===== config.mk =====
export PLATFORM = sky130hd
export DESIGN_NAME = ws2812_bit_decoder
export DESIGN_NICKNAME = d
export VERILOG_FILES = /design/src/rtl/ws2812_bit_decoder.sv
export SDC_FILE = /design/constraint.sdc
export NUM_CORES = 1
export LEC_CHECK = 0
export ABC_AREA = 1
export CORE_UTILIZATION = 54
export DETAILED_ROUTE_END_ITERATION = 10
export GPL_TIMING_DRIVEN = 0
export PLACE_DENSITY = 0.75
export SLEW_MARGIN = 15
export SYNTH_ARGS = -nofsm -noshare
export SYNTH_HDL_FRONTEND = slang
export SYNTH_SLANG_ARGS = --single-unit

===== constraint.sdc =====
create_clock -name i_clk -period 1.5 [get_ports i_clk]
set_input_delay 0.225 -clock i_clk [delete_from_list [all_inputs] [get_ports i_clk]]
set_output_delay 0.225 -clock i_clk [all_outputs]
set_load 0.05 [all_outputs]

===== src/rtl/ws2812_bit_decoder.sv =====
`default_nettype none
// ============================================================================
// Module  : ws2812_bit_decoder
// Brief   : WS2812 pulse-width bit recovery with frame-reset and error strobes.
//           Optional o_bit_count statistics via WS2812_DECODER_STATS_EN.
// Revision: 1.0 - initial release
// ============================================================================
module ws2812_bit_decoder #(
  parameter int SYNC_STAGES   = 2,
  parameter int MIN_PULSE_CYC = 5,
  parameter int T_THRESH_CYC  = 30,
  parameter int T_MAXHIGH_CYC = 500,
  parameter int T_RESET_CYC   = 2500
) (
  input  logic        i_clk,
  input  logic        i_reset,
  input  logic        i_din,
  output logic        o_shift_en,
  output logic        o_decode_bit,
  output logic        o_treset,
  output logic        o_err
`ifdef WS2812_DECODER_STATS_EN
  ,
  output logic [15:0] o_bit_count
`endif
);

  localparam int CNT_W     = $clog2(T_RESET_CYC + 1);
  localparam int PRIME_MAX = SYNC_STAGES + 1;
  localparam int PRIME_W   = $clog2(PRIME_MAX + 1);

  localparam logic [CNT_W-1:0]   C_RESET_MAX  = CNT_W'(T_RESET_CYC);
  localparam logic [CNT_W-1:0]   C_RESET_M1   = CNT_W'(T_RESET_CYC - 1);
  localparam logic [CNT_W-1:0]   C_MAXHIGH_M1 = CNT_W'(T_MAXHIGH_CYC - 1);
  localparam logic [CNT_W-1:0]   C_MIN_PULSE  = CNT_W'(MIN_PULSE_CYC);
  localparam logic [CNT_W-1:0]   C_THRESH     = CNT_W'(T_THRESH_CYC);
  localparam logic [PRIME_W-1:0] C_PRIMED     = PRIME_W'(PRIME_MAX);

  typedef enum logic [1:0] {
    ST_LOW   = 2'd0,
    ST_HIGH  = 2'd1,
    ST_STUCK = 2'd2
  } state_t;

  logic [SYNC_STAGES-1:0] sync_q, sync_d;
  logic                   s_dly_q, s_dly_d;
  logic [PRIME_W-1:0]     prime_q, prime_d;
  state_t                 state_q, state_d;
  logic [CNT_W-1:0]       low_cnt_q, low_cnt_d;
  logic [CNT_W-1:0]       high_cnt_q, high_cnt_d;
  logic                   shift_evt_q, shift_evt_d;
  logic                   bit_evt_q, bit_evt_d;
  logic                   treset_evt_q, treset_evt_d;
  logic                   err_evt_q, err_evt_d;
  logic                   shift_en_q, shift_en_d;
  logic                   decode_bit_q, decode_bit_d;
  logic                   treset_q, treset_d;
  logic                   err_q, err_d;
  logic                   s, primed, rise, fall;

  always_comb begin
    sync_d  = {sync_q[SYNC_STAGES-2:0], i_din};
    s       = sync_q[SYNC_STAGES-1];
    s_dly_d = s;
    // Edges are ignored until the synchronizer and s_dly hold real samples, so a
    // line already high when reset drops cannot fake a rise and half-decode a bit.
    primed  = (prime_q == C_PRIMED);
    prime_d = primed ? prime_q : prime_q + PRIME_W'(1);
    rise    = primed & s & ~s_dly_q;
    fall    = primed & ~s & s_dly_q;

    state_d      = state_q;
    low_cnt_d    = low_cnt_q;
    high_cnt_d   = high_cnt_q;
    shift_evt_d  = 1'b0;
    bit_evt_d    = 1'b0;
    treset_evt_d = 1'b0;
    err_evt_d    = 1'b0;

    case (state_q)
      ST_LOW: begin
        if (low_cnt_q != C_RESET_MAX) begin
          low_cnt_d    = low_cnt_q + CNT_W'(1);
          treset_evt_d = (low_cnt_q == C_RESET_M1);
        end
        if (rise) begin
          state_d    = ST_HIGH;
          high_cnt_d = CNT_W'(1);
          low_cnt_d  = '0;
        end
      end
      ST_HIGH: begin
        if (fall) begin
          state_d = ST_LOW;
          if (high_cnt_q < C_MIN_PULSE) begin
            err_evt_d = 1'b1;
          end else begin
            shift_evt_d = 1'b1;
            bit_evt_d   = (high_cnt_q >= C_THRESH);
          end
        end else begin
          high_cnt_d = high_cnt_q + CNT_W'(1);
          if (high_cnt_q == C_MAXHIGH_M1) begin
            err_evt_d = 1'b1;
            state_d   = ST_STUCK;
          end
        end
      end
      ST_STUCK: begin
        if (fall) begin
          state_d   = ST_LOW;
          low_cnt_d = '0;
        end
      end
      default: state_d = ST_LOW;
    endcase

    shift_en_d   = shift_evt_q;
    decode_bit_d = shift_evt_q ? bit_evt_q : decode_bit_q;
    treset_d     = treset_evt_q;
    err_d        = err_evt_q;
  end

`ifdef WS2812_DECODER_STATS_EN
  logic [15:0] bit_count_q, bit_count_d;

  always_comb begin
    bit_count_d = bit_count_q;
    if (treset_q) begin
      bit_count_d = '0;
    end else if (shift_en_q && (bit_count_q != 16'hFFFF)) begin
      bit_count_d = bit_count_q + 16'd1;
    end
  end

  always_ff @(posedge i_clk) begin
    if (i_reset) begin
      bit_count_q <= '0;
    end else begin
      bit_count_q <= bit_count_d;
    end
  end

  assign o_bit_count = bit_count_q;
`endif

  always_ff @(posedge i_clk) begin
    if (i_reset) begin
      sync_q       <= '0;
      s_dly_q      <= 1'b0;
      prime_q      <= '0;
      state_q      <= ST_LOW;
      low_cnt_q    <= '0;
      high_cnt_q   <= '0;
      shift_evt_q  <= 1'b0;
      bit_evt_q    <= 1'b0;
      treset_evt_q <= 1'b0;
      err_evt_q    <= 1'b0;
      shift_en_q   <= 1'b0;
      decode_bit_q <= 1'b0;
      treset_q     <= 1'b0;
      err_q        <= 1'b0;
    end else begin
      sync_q       <= sync_d;
      s_dly_q      <= s_dly_d;
      prime_q      <= prime_d;
      state_q      <= state_d;
      low_cnt_q    <= low_cnt_d;
      high_cnt_q   <= high_cnt_d;
      shift_evt_q  <= shift_evt_d;
      bit_evt_q    <= bit_evt_d;
      treset_evt_q <= treset_evt_d;
      err_evt_q    <= err_evt_d;
      shift_en_q   <= shift_en_d;
      decode_bit_q <= decode_bit_d;
      treset_q     <= treset_d;
      err_q        <= err_d;
    end
  end

  assign o_shift_en   = shift_en_q;
  assign o_decode_bit = decode_bit_q;
  assign o_treset     = treset_q;
  assign o_err        = err_q;

endmodule
`default_nettype wire


* Word-level counts from Yosys, hierarchy flattened
Index checks and enable logic that the tools add are counted.
** Word-level totals
- Output and inout bits :: 4
- Input port bits :: 3
- Register bits :: 39
- Logic and storage cells :: 66
** Operators by class
- Reduce and logical (&&, ||, !) cells :: 10
- Eq/ne operators :: 11
- Order comparisons :: 2
- Mux-type cells :: 16
- Bitwise gates (word level) :: 10
- $add $sub $neg :: 3
** Operators by type and width (number)
- $mux W12 :: 5
- $pmux W12 S2 :: 2
- $add A12 B1 Y12 const B :: 2
- $eq A12 B12 Y1 const B :: 1
- $eq A12 B9 Y1 const B :: 1
- $ge A12 B5 Y1 const B :: 1
- $lt A12 B3 Y1 const B :: 1
- $ne A12 B12 Y1 const B :: 1
- $reduce_and A3 Y1 :: 3
- $mux W2 :: 4
- $ne A2 B2 Y1 const B :: 3
- $ne A3 B3 Y1 const B :: 2
- $not A1 Y1 :: 6
- $pmux W2 S3 :: 1
- $reduce_or A3 Y1 :: 2
- $and A1 B1 Y1 :: 4
- $eq A2 B2 Y1 const B :: 2
- $mux W1 :: 4
- $reduce_bool A2 Y1 :: 2
- $reduce_or A4 Y1 :: 1
- $add A2 B1 Y2 const B :: 1
- $eq A2 B1 Y1 const B :: 1
- $logic_not A2 Y1 :: 1
- $reduce_or A2 Y1 :: 1

* Logic depth before layout (Yosys ltp)
Gate-level depths: netlist (run 1).
- Depth in word-level cells :: 5
- Gate-level depth with buffers :: 11
- Mapped depth without buffers :: 11

* Worst setup path before layout (run 1)
No wires, ideal clock.
- Kind :: reg-to-reg
- Start point :: register prime_q[0]
- End point :: register low_cnt_q[5]
- Setup slack :: 0.033 ns
- Data required time :: 1.383 ns
- Setup time :: 0.117 ns
- Stages on the path, launching flop included :: 8
- Buffers on the path :: 1
- Arrival :: 1.350 ns
- Clock period less this slack :: 1.467 ns
- Path through :: dfxtp_1 -> ha_1 -> nand3_2 -> a21oi_4 -> nand2_2 -> buf_6 -> o21ai_0 -> nor2_1
** Between the ends
- Longest elaborated chain between the ends :: 5
- Elaborated cells on any way between the ends :: 10
- Classes of those cells :: eq/ne (3); mux (2); bitwise (4); reduce/logical (1)
** Ends and longest elaborated chain
- from (decl) :: RTL line 47 : logic [PRIME_W-1:0] prime_q, prime_d;
- from (signal assigned) :: RTL line 166 : prime_q <= prime_d;
- $eq A2 B2 Y1 * :: RTL line 67 : primed = (prime_q == C_PRIMED);
- $and A1 B1 Y1 (on tied branches) (2 in a row) :: RTL line 69, 70
- $ne A3 B3 Y1 (no source line), or another cell as far along
- $reduce_and A3 Y1 (no source line) / $pmux W12 S2 (equally long branches)
- to (signal assigned) :: RTL line 168 : low_cnt_q <= low_cnt_d;
- to (decl) :: RTL line 49 : logic [CNT_W-1:0] low_cnt_q, low_cnt_d;
Every way passes the cells marked *; elsewhere a longest branch is shown, timed or not.
A chain may end at the register's enable or synchronous reset.

* Worst setup path after layout (run 1)
- Start point :: register prime_q[0]
- End point :: register low_cnt_q[0]
The elaborated chain is that of the path after synthesis.

==> metrics, run 1 <==
power share of the clock group 0.389; Syn Nets 307; most frequent cells in the layout nand2_1 (58), inv_1 (47), nor2_1 (39), dfxtp_1 (34), a21oi_1 (21); Vias 1910; Switching Share 0.2511; worst endpoint required time 1680 ps; clk root buf clkbuf_8; pin count of the biggest net entering global routing 14; critical path fanouts, max 5; Lkg Pwr between 0.9 and 1 nW; Hold Buf Count CTS 0; Placer Congestion roughly 0.94; initial antenna violation count 0; Hold Crit Class in2reg; CP Capture Type flop; CTS Buffer Depth 2; Crit path largest cell delay about 360 ps; Die H ~63 um; DPL Wire Length around 3000 um; status complete, but fails checks; area post-placement around 2100 um2; Power Dens Cells 936.0 nW/um2; Final period util 1.003; Final ANT Viol Nets 0; 1st-iter DRT viols 113; clk_skew 10.66 ps; IO Port Bufs 5; Remaining DRCs 0; Final Hold Vio Count 0; multi-input logic area approximately 1100 um2; FFs w/ async S/R, synth 0; post-synthesis instance area 2003 um2; TritonRoute pass-1 iters 4; die footprint slightly below 4000 um2; cts bufs inserted 5; Area Overhead vs Synth 20.24%; Placed Cells incl. Taps roughly 350; Sw Pwr ~0.00057 W; CTS H-Tree Depth 2; total congestion overflow 0; CP cell instances ha_4 -> buf_6 -> nand3_4 -> a21oi_4 -> nand2_4 -> buf_6 -> o21ai_0 -> a21oi_1; CORE AREA between 3000 and 4000 um2; max-slew violations 0; proportion of layout cells with a drive suffix above 1 0.1938; post-synthesis cell count 298; Synth Flop Type dfxtp_1; WS Path Type reg2reg; flops & latches, synth 39; Synth Warn # 0; Cell Rows 21; fin area approximately 2400 um2; DP Worst Slack -234.5 ps; worst skew pair latency around 300 ps; initial core utilization 0.5820; Clock Sinks 39; number of flops mapped to enable cells by yosys 0; Vias/cell around 5.2; Total Wirelength between 4000 and 5000 um; Fillers 282; Peak supply drop a little under 0.6 mV; Flop pwr share 0.494; failing checks negative setup slack; setup violation total in the final timing report 3; clk slew on worst S/H paths approximately 80 ps; Unique masters post-synth 26; PnR worst setup slack -4.932 ps; Setup TNS Final -14.18 ps; cell mode on critical path buf_6; GRT Util Overall 0.2393; antenna cells 0; CP bufs+invs 2; critical path launch point type flop; Combinational Power Share 0.117; family with the most delay on the worst path compound AO/OA/AOI/OAI gates; Nets ~330; first-pass GRT wire length 7493 um; slew at the pin closest to its max-slew limit 512.0 ps; width of the die 62.91 um; Crit path arrival time between 1500 and 2000 ps; relative slew slack 0.6587; fin crit period 1505 ps; CTS tree built; sequential area share after synthesis 0.3898; RSZ-0062 raised after global routing yes; Fmax about 660 MHz; Crit-path slowest cell dfxtp_2; fin util 0.6997; Routed wire per std cell between 10 and 15 um; internal power around 0.0017 W; FF+latch area a little under 800 um2; Top Ports 7; non-filler instance count after layout 366; most common cell after layout, fill and taps aside nand2_1; Avg Inst Size Synth 6.722 um2; vias in the first global route about 1.7k; Max-cap violations 0
synth_stat cells (2+ instances only):
| master | number | area [um2] |
|---|---|---|
| a21oi_1 | 24 | 120.1 |
| clkbuf_1 | 3 | 11.26 |
| nor3_1 | 11 | 55.05 |
| inv_1 | 50 | 187.7 |
| ha_1 | 6 | 75.07 |
| nand2_1 | 63 | 236.5 |
| nor2_1 | 46 | 172.7 |
| nand3_1 | 17 | 85.08 |
| nand2_2 | 4 | 25.02 |
| o21ai_0 | 13 | 65.06 |
| nand4_1 | 6 | 37.54 |
| nor2_2 | 2 | 12.51 |
| dfxtp_1 | 39 | 780.8 |
| nor2_4 | 2 | 22.52 |
final timing paths:
kind                                  from      endpoint  slack (ps)  cells past startpoint
worst max-delay path            prime_q[0]  low_cnt_q[0]          -5                      8
worst min-delay path               i_reset  low_cnt_q[1]         300                      2
worst max register to register  prime_q[0]  low_cnt_q[0]          -5                      8
worst min register to register   sync_q[0]     sync_q[1]         410                      2
state kept, by name (all words and copies together) (netlist names), 2 cells and up:
signal      flops
high_cnt_q     12
low_cnt_q      12
prime_q         2
state_q         2
sync_q          2
layout make-up:
class / instances / share of cell area
timing repair buffer: 14 / 0.04987
buffer: 4 / 0.009351
tap: 46 / 0.02390
inverter: 50 / 0.07792
sequential: 39 / 0.3268
clock buffer: 5 / 0.02857
multi-input combinational: 205 / 0.4655
clock inverter: 3 / 0.01818
metrics by stage:
step	hold WS, ps	total power [W]
after floorplan	332.0	0.001257
after global placement	390.1	0.001297
after detailed placement	401.4	0.001303
after CTS	318.4	0.002204
after global routing	344.8	0.002342
final	303.6	0.002255
logic make-up (layout without fill, tap and decap cells):
family                     count (synthesis)  in the layout  synth area share
and+or+nand+nor                          155            155            0.3410
buffers and inverters                     54             76            0.1049
AOI/OAI and AO/OA                         43             43            0.1224
DFF                                       39             39            0.3898
adders and majority gates                  6              6           0.03748
xor gates and xnor gates                   1              1          0.004373
metal layers:
layer  GRT usage  part of all wire  vias to the layer above
li1            -                 -                      986
met1      0.3360              0.47                      862
met2      0.3575              0.45                       52
met3     0.04562             0.064                       10
met4     0.09302             0.018                        0
met5           0                 0                        -
power groups by stage:
stage | Sequential [W] | Combinational (W) | Clock [W]
finish | 0.00111 | 0.000264 | 0.000877
global route | 0.00112 | 0.000292 | 0.000930
CTS | 0.00111 | 0.000213 | 0.000881
detailed placement | 0.00112 | 0.000181 | 0
global placement | 0.00112 | 0.000177 | 0
floorplan | 0.00112 | 0.000141 | 0
repair_timing:
action / in CTS / in global routing
pin swaps: 2 / 5
gates resized for setup: 18 / 30
cloned: 0 / 1
buffers inserted: 5 / 3
endpoints found under the setup margin: 27 / 21
Power figures use the tool's default switching activity.
==> inputs of run 2 (changes only) <==
--- a/config.mk
+++ b/config.mk
@@ -10,6 +10,8 @@
 export DETAILED_ROUTE_END_ITERATION = 10
 export GPL_TIMING_DRIVEN = 0
 export PLACE_DENSITY = 0.75
+export RECOVER_POWER = 25
+export SKIP_LAST_GASP = 1
 export SLEW_MARGIN = 15
 export SYNTH_ARGS = -nofsm -noshare
 export SYNTH_HDL_FRONTEND = slang
==> run 2 against run 1 <==
  * The flow still finishes with violations (negative setup slack)
  * Sequential share of layout area is 0.068 points higher
  * Non-clock buffer count stayed put
  * Die area did not move
  * Combinational power is essentially flat
  * Utilization down 0.15 points
  * Global-route usage unchanged
==> metrics, run 2 (synthesized netlist as in run 1, its figures left out) <==
max-slew violations 0; setup violation total in the final timing report 3; Routed wire per std cell around 12 um; Hold EP low_cnt_q[1]; proportion of layout cells with a drive suffix above 1 0.1906; Fmax ~660 MHz; CORE AREA 3442 um2; failing checks negative setup slack; Cell Rows 21; RSZ-0062 raised after global routing yes; worst skew pair latency 300 ps; most common cell after layout, fill and taps aside nand2_1; slew at the pin closest to its max-slew limit 511.4 ps; Die H roughly 63 um; initial antenna violation count 0; Worst R2R Setup Slack -20 ps; Hold Crit Class in2reg; Switching Share 0.2517; Final Hold Vio Count 0; Top Ports 7; width of the die ~63 um; met1 WL about 2200 um; clk_skew approximately 8.6 ps; status complete, but fails checks; DR top layer met4; internal power around 0.0017 W; fin crit period roughly 1500 ps; Max-cap violations 0; Peak supply drop slightly below 0.6 mV; Crit path largest cell delay 340 ps; CTS H-Tree Depth 2; clk slew on worst S/H paths ~80 ps; area post-placement between 2000 and 2500 um2; Remaining DRCs 0; Hold Path Cell Cnt 2; Final period util 1.014; vias in the first global route around 1.7k; most frequent cells in the layout nand2_1 (58), inv_1 (47), nor2_1 (39), dfxtp_1 (34), a21oi_1 (21); power share of the clock group 0.390; Nets about 330; fin area between 2000 and 2500 um2; Hold Buf Count CTS 0; Final ANT Viol Nets 0; multi-input logic area between 1000 and 1500 um2; met2 WL 2018 um; initial core utilization 0.5820; Vias roughly 1.9k; CP cell instances ha_4 -> nand2_1 -> nor2_4 -> nor2_2 -> nand3_2 -> nor2_2 -> nor2_1 -> nor2_1; Placer Congestion 0.9439; Clock Sinks 39; IO Port Bufs 5; cts bufs inserted 5; family with the most delay on the worst path simple AND/OR/NAND/NOR gates; CP Capture Type flop; worst endpoint required time roughly 1700 ps; Flop pwr share 0.494; R2R Path Start prime_q[1]; HP Start i_reset; Crit path arrival time 1750 ps; Fillers around 280; Vias/cell ~5.2; FF+latch area approximately 800 um2; relative slew slack 0.6591; GRT Util Overall 0.2393; DPL Wire Length roughly 3000 um; WS Path Type reg2reg; clk root buf clkbuf_8; critical path launch point type flop; pin count of the biggest net entering global routing 14; Lkg Pwr between 0.9 and 1 nW; met3 wire length 270 um; Crit-path slowest cell dfxtp_2; FF-to-FF End low_cnt_q[11]; Combinational Power Share 0.117; PnR worst setup slack -20.99 ps; CTS Buffer Depth 2; total congestion overflow 0; antenna cells 0; DP Worst Slack -234.5 ps; TritonRoute pass-1 iters 4; r2r worst-path depth 8; 1st-iter DRT viols 159; CTS tree built; Sw Pwr approximately 0.00057 W; Total Wirelength ~4500 um; CP bufs+invs 0; Power Dens Cells approximately 940 nW/um2; critical path fanouts, max 6; WHS around 320 ps; Top Registers high_cnt_q x12, low_cnt_q x12; Area Overhead vs Synth 19.99%; first-pass GRT wire length around 7500 um; die footprint between 3000 and 4000 um2
## run 2: worst max path at each step
| stage | end | startpoint | cells past startpoint |
|---|---|---|---|
| final | low_cnt_q[11] | prime_q[1] | 8 |
| after global placement | low_cnt_q[4] | prime_q[0] | 9 |
| after floorplan | low_cnt_q[5] | prime_q[0] | 7 |
| after CTS | low_cnt_q[4] | prime_q[0] | 8 |
| after detailed placement | high_cnt_q[7] | prime_q[0] | 8 |
| after global routing | high_cnt_q[11] | prime_q[0] | 11 |
## run 2: routing by layer
| metal | track usage | vias up |
|---|---|---|
| met5 | 0 | - |
| met4 | 0.09302 | 0 |
| met3 | 0.04562 | 9 |
| met2 | 0.3575 | 60 |
| met1 | 0.3360 | 859 |
| li1 | - | 985 |
## run 2: per-stage QoR
step	power [W]	setup TNS, ps	utilization	instances
final	0.002256	-36.41	0.6983	366
after global routing	0.002342	-1090	0.6983	366
after CTS	0.002203	-30.66	0.6670	362
after detailed placement	0.001303	-3915	0.6132	349
after global placement	0.001297	-3270	0.6132	349
after floorplan	0.001257	0	-	298
## run 2: final cells by class
| class | count | area share |
|---|---|---|
| clock buffer | 5 | 0.02863 |
| multi-input combinational | 205 | 0.4643 |
| tap | 46 | 0.02395 |
| timing repair buffer | 14 | 0.04997 |
| buffer | 4 | 0.009370 |
| inverter | 50 | 0.07808 |
| sequential | 39 | 0.3274 |
| clock inverter | 3 | 0.01822 |
## run 2: repair_timing
item | 4_1_cts | 5_1_grt
pin swaps | 2 | 5
resized for setup | 16 | 30
endpoints found under the setup margin | 27 | 21
buffers inserted | 5 | 3
endpoints found under the hold margin | 0 | 0
cloned | 0 | 1
## run 2: power groups by stage
stage	Sequential, W	Combinational, W	Clock, W
final	0.00111	0.000263	0.000879
after global routing	0.00112	0.000292	0.000930
after CTS	0.00111	0.000212	0.000881
after detailed placement	0.00112	0.000181	0
after global placement	0.00112	0.000177	0
after floorplan	0.00112	0.000141	0
## run 2: worst reg2reg max path: cells and delay by family, from the launching register on
| kind | cells | cell delay (ps) |
|---|---|---|
| and+or+nand+nor | 7 | 940 |
| adders and majority gates | 1 | 180 |
| DFF | 1 | 340 |
